## src/rtl/dac_channel_scheduler.sv

```systemverilog
// Four-channel DAC write scheduler: captures per-channel values, grants them
// round-robin and sequences one serializer transfer at a time with a timeout.
module dac_channel_scheduler #(
  parameter int TIMEOUT_CYCLES = 255
) (
  input  logic        clk,
  input  logic        rst_n,
  input  logic [3:0]  req,
  input  logic [47:0] ch_data,
  output logic [3:0]  ack,
  output logic [3:0]  pending,
  output logic        dac_start,
  output logic [3:0]  dac_command,
  output logic [3:0]  dac_address,
  output logic [11:0] dac_data,
  input  logic        dac_done,
  output logic        busy,
  output logic        err_timeout
);

  typedef enum logic [1:0] {IDLE, LOAD, START, WAIT} state_e;

  localparam logic [7:0] TO_CNT  = 8'(TIMEOUT_CYCLES);
  localparam logic [3:0] CMD_WRU = 4'b0011;

  state_e           state_q, state_d;
  logic [3:0]       pend_q, pend_d;
  logic [3:0][11:0] hold_q, hold_d;
  logic [3:0]       ack_q, ack_d;
  logic [3:0]       cmd_q, cmd_d;
  logic [3:0]       addr_q, addr_d;
  logic [11:0]      data_q, data_d;
  logic             err_q, err_d;
  logic [7:0]       cnt_q, cnt_d, cnt_nxt;
  logic [1:0]       last_q, last_d;

  logic             found;
  logic [1:0]       gnt, idx;

  // Round-robin search starting one past the last granted channel.
  always_comb begin
    found = 1'b0;
    gnt   = 2'd0;
    idx   = 2'd0;
    for (int k = 1; k < 5; k++) begin
      idx = last_q + 2'(k);
      if (!found && pend_q[idx]) begin
        found = 1'b1;
        gnt   = idx;
      end
    end
  end

  always_comb begin
    state_d = state_q;
    pend_d  = pend_q;
    hold_d  = hold_q;
    ack_d   = 4'b0000;
    cmd_d   = cmd_q;
    addr_d  = addr_q;
    data_d  = data_q;
    err_d   = err_q;
    cnt_d   = cnt_q;
    last_d  = last_q;
    cnt_nxt = cnt_q + 8'd1;
    case (state_q)
      IDLE: begin
        if (found) begin
          state_d     = LOAD;
          addr_d      = {2'b00, gnt};
          data_d      = hold_q[gnt];
          cmd_d       = CMD_WRU;
          ack_d[gnt]  = 1'b1;
          pend_d[gnt] = 1'b0;
          last_d      = gnt;
        end
      end
      LOAD:  state_d = START;
      START: begin
        state_d = WAIT;
        cnt_d   = 8'd0;
      end
      WAIT: begin
        if (dac_done) begin
          state_d = IDLE;
        end else if (cnt_nxt == TO_CNT) begin
          state_d = IDLE;
          err_d   = 1'b1;
        end else begin
          cnt_d = cnt_nxt;
        end
      end
      default: state_d = IDLE;
    endcase
    // Capture comes last so a same-cycle request beats the grant's clear.
    for (int i = 0; i < 4; i++) begin
      if (req[i]) begin
        pend_d[i] = 1'b1;
        hold_d[i] = ch_data[12*i +: 12];
      end
    end
  end

  always_ff @(posedge clk) begin
    if (!rst_n) begin
      state_q <= IDLE;
      pend_q  <= '0;
      hold_q  <= '0;
      ack_q   <= '0;
      cmd_q   <= '0;
      addr_q  <= '0;
      data_q  <= '0;
      err_q   <= 1'b0;
      cnt_q   <= '0;
      last_q  <= 2'd3;
    end else begin
      state_q <= state_d;
      pend_q  <= pend_d;
      hold_q  <= hold_d;
      ack_q   <= ack_d;
      cmd_q   <= cmd_d;
      addr_q  <= addr_d;
      data_q  <= data_d;
      err_q   <= err_d;
      cnt_q   <= cnt_d;
      last_q  <= last_d;
    end
  end

  assign ack         = ack_q;
  assign pending     = pend_q;
  assign dac_start   = (state_q == START);
  assign dac_command = cmd_q;
  assign dac_address = addr_q;
  assign dac_data    = data_q;
  assign busy        = (state_q != IDLE);
  assign err_timeout = err_q;

endmodule

```

## config.mk

```make
export PLATFORM = sky130hd
export DESIGN_NAME = dac_channel_scheduler
export DESIGN_NICKNAME = d
export VERILOG_FILES = /design/src/rtl/dac_channel_scheduler.sv
export SDC_FILE = /design/constraint.sdc
export NUM_CORES = 1
export LEC_CHECK = 0
export ABC_AREA = 1
export BUFFER_PORTS_ARGS = -buffer_cell sky130_fd_sc_hd__buf_2
export CAP_MARGIN = 20
export CORE_UTILIZATION = 45
export CTS_CLUSTER_DIAMETER = 30
export DETAILED_ROUTE_END_ITERATION = 10
export GPL_TIMING_DRIVEN = 0
export PLACE_DENSITY = 0.68
export SLEW_MARGIN = 10
export SYNTH_ARGS = -nofsm -noshare
export SYNTH_HDL_FRONTEND = slang
export SYNTH_SLANG_ARGS = --single-unit
```

## constraint.sdc

```tcl
create_clock -name clk -period 1.9 [get_ports clk]
set_input_delay 0.095 -clock clk [delete_from_list [all_inputs] [get_ports clk]]
set_output_delay 0.095 -clock clk [all_outputs]
set_load 0.01 [all_outputs]
```

After elaboration in Yosys (flattened, before gate mapping)
Index checks and enable logic that the tools add are counted.
- register bits after elaboration: 84
- bits of input ports: 55
- logic and storage cells: 97
- $add $sub $neg: 4
- magnitude comparators: 6
- equal/unequal tests: 8
- muxes and demuxes: 33
- bitwise operators: 3
- reduce and logical (&&, ||, !) cells: 27
- operators by type and width (kind ; number):
    $bmux 12 s2 ; 1
    $reduce_bool 2->1 ; 10
    $mux 8 ; 2
    $pmux 8 s2 ; 1
    $lt 2x3->1 const B ; 5
    $mux 2 ; 7
    $mux 1 ; 13
    $mux 12 ; 1
    $reduce_and 2->1 ; 6
    $reduce_and 3->1 ; 3
    $add 8x1->8 const B ; 1
    $bmux 1 s2 ; 4
    $eq 8x8->1 const B ; 1
    $mux 4 ; 2
    $pmux 2 s4 ; 1
    $ne 2x2->1 const B ; 3
    $add 2x2->2 const B ; 2
    $and 4x4->4 ; 1
    $eq 2x2->1 const B ; 2
    $logic_and 1x1->1 ; 4
    $not 4->4 ; 1
    $logic_not 1->1 ; 3
    $ne 3x3->1 const B ; 1
    $add 2x1->2 const B ; 1
    5 further kinds ; 5

Logic depth before layout (Yosys ltp)
- word-level depth: 22
- gate-level depth with buffers: 19
- mapped depth without buffers: 16

Worst setup path after synthesis
No wires, ideal clock.
- path kind: reg2reg
- from: register last_q[0]
- to: register data_q[10] (netlist: dac_data[10])
- setup time: 109 ps
- arrival: 1606 ps
- slack: 185 ps
- cell stages (with the launch flop): 19
- buffers on the path: 3
- clock period less this slack: 1715 ps
- path through: dfxtp_1 -> buf_4 -> nand2_1 -> nand2_2 -> nand2_4 -> nand2_4 -> inv_4 -> nand3_2 -> inv_2 -> nand2_2 -> buf_6 -> nand2_8 -> buf_8 -> nand2_2 -> nand2_1 -> nand2_1 -> nand3_1 -> nand2_1 -> inv_1
- word-level cells in the longest chain between the ends: 15
- elaborated cells on any way between the ends: 28
- classes of those cells: add/sub: 3; mux: 18; reduce/logical: 7
- ends and longest elaborated chain (what ; RTL line ; source):
    start, declared ; 35 ; logic [1:0] last_q, last_d;
    start signal, assigned ; 126 ; last_q <= last_d;
    $add 2x1->2 ; 46 ; idx = last_q + 2'(k);
    $bmux 1 s2 ; 47 ; if (!found && pend_q[idx]) begin
    $mux 1 (not written as such) ; 47 ;
    $mux 1 ; 47 ;
    $logic_not 1->1 ; 47 ;
    $logic_and 1x1->1 ; 47 ;
    $mux 1 ; 47 ;
    $logic_not 1->1 ; 47 ;
    $logic_and 1x1->1 ; 47 ;
    $mux 1 ; 47 ;
    $logic_not 1->1 ; 47 ;
    $logic_and 1x1->1 ; 47 ;
    $mux 2 ; 47 ;
    $bmux 12 s2 ; 71 ; data_d = hold_q[gnt];
    $mux 12 (not written as such) ; 71 ;
    end signal, assigned ; 123 ; data_q <= data_d;
    end, declared ; 32 ; logic [11:0] data_q, data_d;
Parallel ways exist; a longest one is shown, timed or not. The select of a mux whose other input is x is not followed.
A chain may end at the register's enable or synchronous reset.

Final worst setup path
- from: register last_q[0]
- to: register data_q[0] (netlist: dac_data[0])
The elaborated chain is that of the path after synthesis.

==> results.py <==
metrics = {
    "place": {
        "portBuffers": 81,
        "post_dp_cell_area_um2": 4567,
        "dp_hpwl_mm": 7.878,
        "numPlacedInstances": 785,
        "routabilityCongestion": 0.7960,
    },
    "setup_path": {
        "crit_type": "flop to flop",
        "worstRegToRegCells": 17,
        "cp-start-kind": "flop",
        "worst_ep_arrival_time_ns": 2.19,
        "cp_max_fo": 8,
        "critPathLaunch": "last_q[0]",
        "worstPathRequired_ns": 2.14,
        "r2r-start": "last_q[0]",
        "critPathCaptureType": "flop",
    },
    "sta": {
        "worstMarginPinSlew_ns": 0.6268,
        "period_share_pct": 102.9,
        "slew_viol_final": 0,
        "finalSetupViolCount": 6,
        "min_period_ns": 1.956,
        "finalClockSkew_ns": 0.009567,
        "timing.setup.tns_ns": -0.1766,
        "rsz0062_at_grt": "yes",
        "hold_viol_final": 0,
        "setup_ws_ns": -0.05573,
        "max-slew-margin-rel_pct": 58.21,
        "whs_ns": 0.004528,
        "max_freq_mhz": 511.3,
    },
    "routing": {
        "drt_iter0_drc": 202,
        "viasPerCell": 5.045,
        "ant_nets": 0,
        "dr.pass1.iters": 4,
        "wl_per_cell_um": 14.02,
        "finalWirelength_mm": 12.06,
        "route.detailed.drc": 0,
        "vias": 4339,
    },
    "synth": {
        "ys_seq_area_share_pct": 41.88,
        "synth_compound_area_share_pct": 10.25,
        "synth_cells": 593,
        "yosys_warnings": 0,
        "synth_xor_area_share_pct": 0.6544,
        "synthAdderAreaFrac_pct": 1.558,
        "synth-edff-count": 0,
        "syn_area_um2": 4015,
        "synth.area.mux_share_pct": 0,
        "synthSimpleGateAreaFrac_pct": 36.99,
        "async_reset_ff_share_pct": 0,
        "synthFlopType": "dfxtp_1",
        "synth_top_area_share_pct": 41.88,
        "ys_types": 31,
        "synth-seq-cells": 84,
        "synth_area_leader_cell": "dfxtp_1",
        "synth_top_family_by_area": "simple AND/OR/NAND/NOR gates",
        "synth.area.top_cells": "dfxtp_1, nor2_1, nand2_1",
        "synth.avg_cell_area_um2": 6.771,
    },
    "grt": {
        "antenna_found_initial": 0,
        "grt_overflow": 0,
        "use_met2_pct": 44.78,
        "grt_max_degree": 14,
        "grt_pass1_vias": 3980,
        "grt_util_met3_pct": 4.147,
        "grt_busiest_layer": "met2",
        "grt_pass1_wl_mm": 18.29,
        "use_met1_pct": 32.74,
        "grt.total_usage_pct": 25.85,
    },
    "clocking": {
        "cts.path.max_buffers": 2,
        "cts_made_buffers": 9,
        "cts_root_buf": "clkbuf_8",
        "cts.sinks": 84,
        "htreeDepth": 3,
        "clk_pin_slew_worst_paths_ns": 0.08,
        "clk-insertion-delay-late_ns": 0.35,
        "cts_tree": "done",
    },
    "floorplanning": {
        "rows": 34,
        "fp.coreArea_um2": 8678,
        "die_y_um": 96.46,
        "start_util_pct": 46.27,
        "dieArea_um2": 9305,
        "fp.dieW_um": 96.46,
        "pin_count": 86,
    },
    "power": {
        "power_density_nw_per_um2": 1546,
        "p_leak_nw": 2.796,
        "finalPower_mw": 8.902,
        "ir_drop_v": 0.0006538,
    },
    "layout": {
        "fillers": 781,
        "layout-drive-gt1-share_pct": 30.98,
        "final_common_cell": "nor2_1",
        "final_cell_mix": "nor2_1, nand2_1, buf_2",
        "final_nets": 807,
        "syn_to_final_growth_pct": 43.44,
        "diodes": 0,
        "fin_cells": 860,
        "stdcell_area_um2": 5759,
    },
    "hold_path": {
        "hp-class": "input port to flop",
        "hold_start": "ch_data[38]",
        "whs_path_depth": 3,
    },
    "run_status": {
        "violations": "setup timing",
        "status": "complete, but fails checks",
    },
    "flow_run": {
        "max-cap-violations": 0,
    },
}
-- layer usage --
metal	vias to the layer above	share of wire (%)
met4	0	2.0
met1	1993	44
met5	-	0
li1	2180	-
met2	146	49
met3	20	5.2
-- cell type report --
class	instances	area [µm²]	area share, %
tap	108	135.1	2.346
inverter	38	162.7	2.824
clock buffer	11	131.4	2.281
sequential	84	1695	29.44
multi-input combinational	441	2326	40.39
buffer	33	245.2	4.258
timing repair buffer	140	1011	17.55
clock inverter	5	52.55	0.9124
-- cells in the mapped netlist, types with 2 or more instances --
cell and instances:
inv_1 32, o211ai_1 2, nand2_1 131, nand2_4 4
inv_2 4, nand4_1 2, dfxtp_1 84, o21a_1 2
a21oi_1 16, nand2_2 20, buf_4 10, nor2_1 138
ha_1 5, o21ai_1 4, nand3_1 45, xnor2_1 2
o21ai_0 55, nor3_1 5, buf_2 3, buf_6 3
clkbuf_1 16
-- sequential cells by signal, indices dropped and copies added, names as in the netlist, 2 cells and up --
name	flops
cnt_q	8
pending	4
last_q	2
hold_q	48
dac_address	2
state_q	2
dac_data	12
ack	4
-- cell families after synthesis --
kind of cell             count (synthesis)
AO/OA/AOI/OAI                           80
XOR/XNOR                                 3
adder cells (fa/ha/maj)                  5
buffers and inverters                   71
flip-flops                              84
other                                    1
AND/OR/NAND/NOR                        349
-- report_power, final --
group | switching [mW] | internal [mW] | total (mW)
clock | 0.639 | 0.603 | 1.24
sequential | 0.177 | 2.05 | 2.22
combinational | 3.19 | 2.25 | 5.44
total | 4.00 | 4.90 | 8.90
-- what timing repair did --
| item | CTS | global route |
|---|---|---|
| buffers inserted | 6 | 4 |
| hold buffers | 43 | 0 |
| setup endpoints to repair | 24 | 31 |
| pin swaps | 10 | 30 |
| hold endpoints to repair | 43 | 0 |
| gates cloned | 1 | 5 |
| resized for setup | 20 | 104 |
-- worst max-delay path, cell delays in order (launching register included) --
cell and delay [ns]:
dfxtp_4 0.38, inv_4 0.04, buf_8 0.13, nand2_1 0.07
nand2_2 0.07, nand2_4 0.08, nand2_4 0.07, nand2_4 0.07
nand2_2 0.06, nand2_1 0.08, nand2_2 0.08, nor2_4 0.19
buf_6 0.16, nor2_4 0.04, nand2_1 0.07, nand2_1 0.06
nor2_1 0.13, nor2_1 0.06
-- stage by stage --
step,setup slack [ns],utilization [%]
6_report,-0.05573,66.36
5_1_grt,-0.1281,66.36
3_5_place_dp,-0.1644,52.62
3_3_place_gp,-0.1496,52.62
4_1_cts,0.002013,61.23
2_1_floorplan,0.1849,-
-- worst paths after layout --
kind              slack, ns           to
setup reg to reg      -0.06  dac_data[0]
setup / recovery      -0.06  dac_data[0]
hold reg to reg        0.48     cnt_q[0]
hold / removal        0.005   hold_q[38]
(Power assumes the default switching activity.)
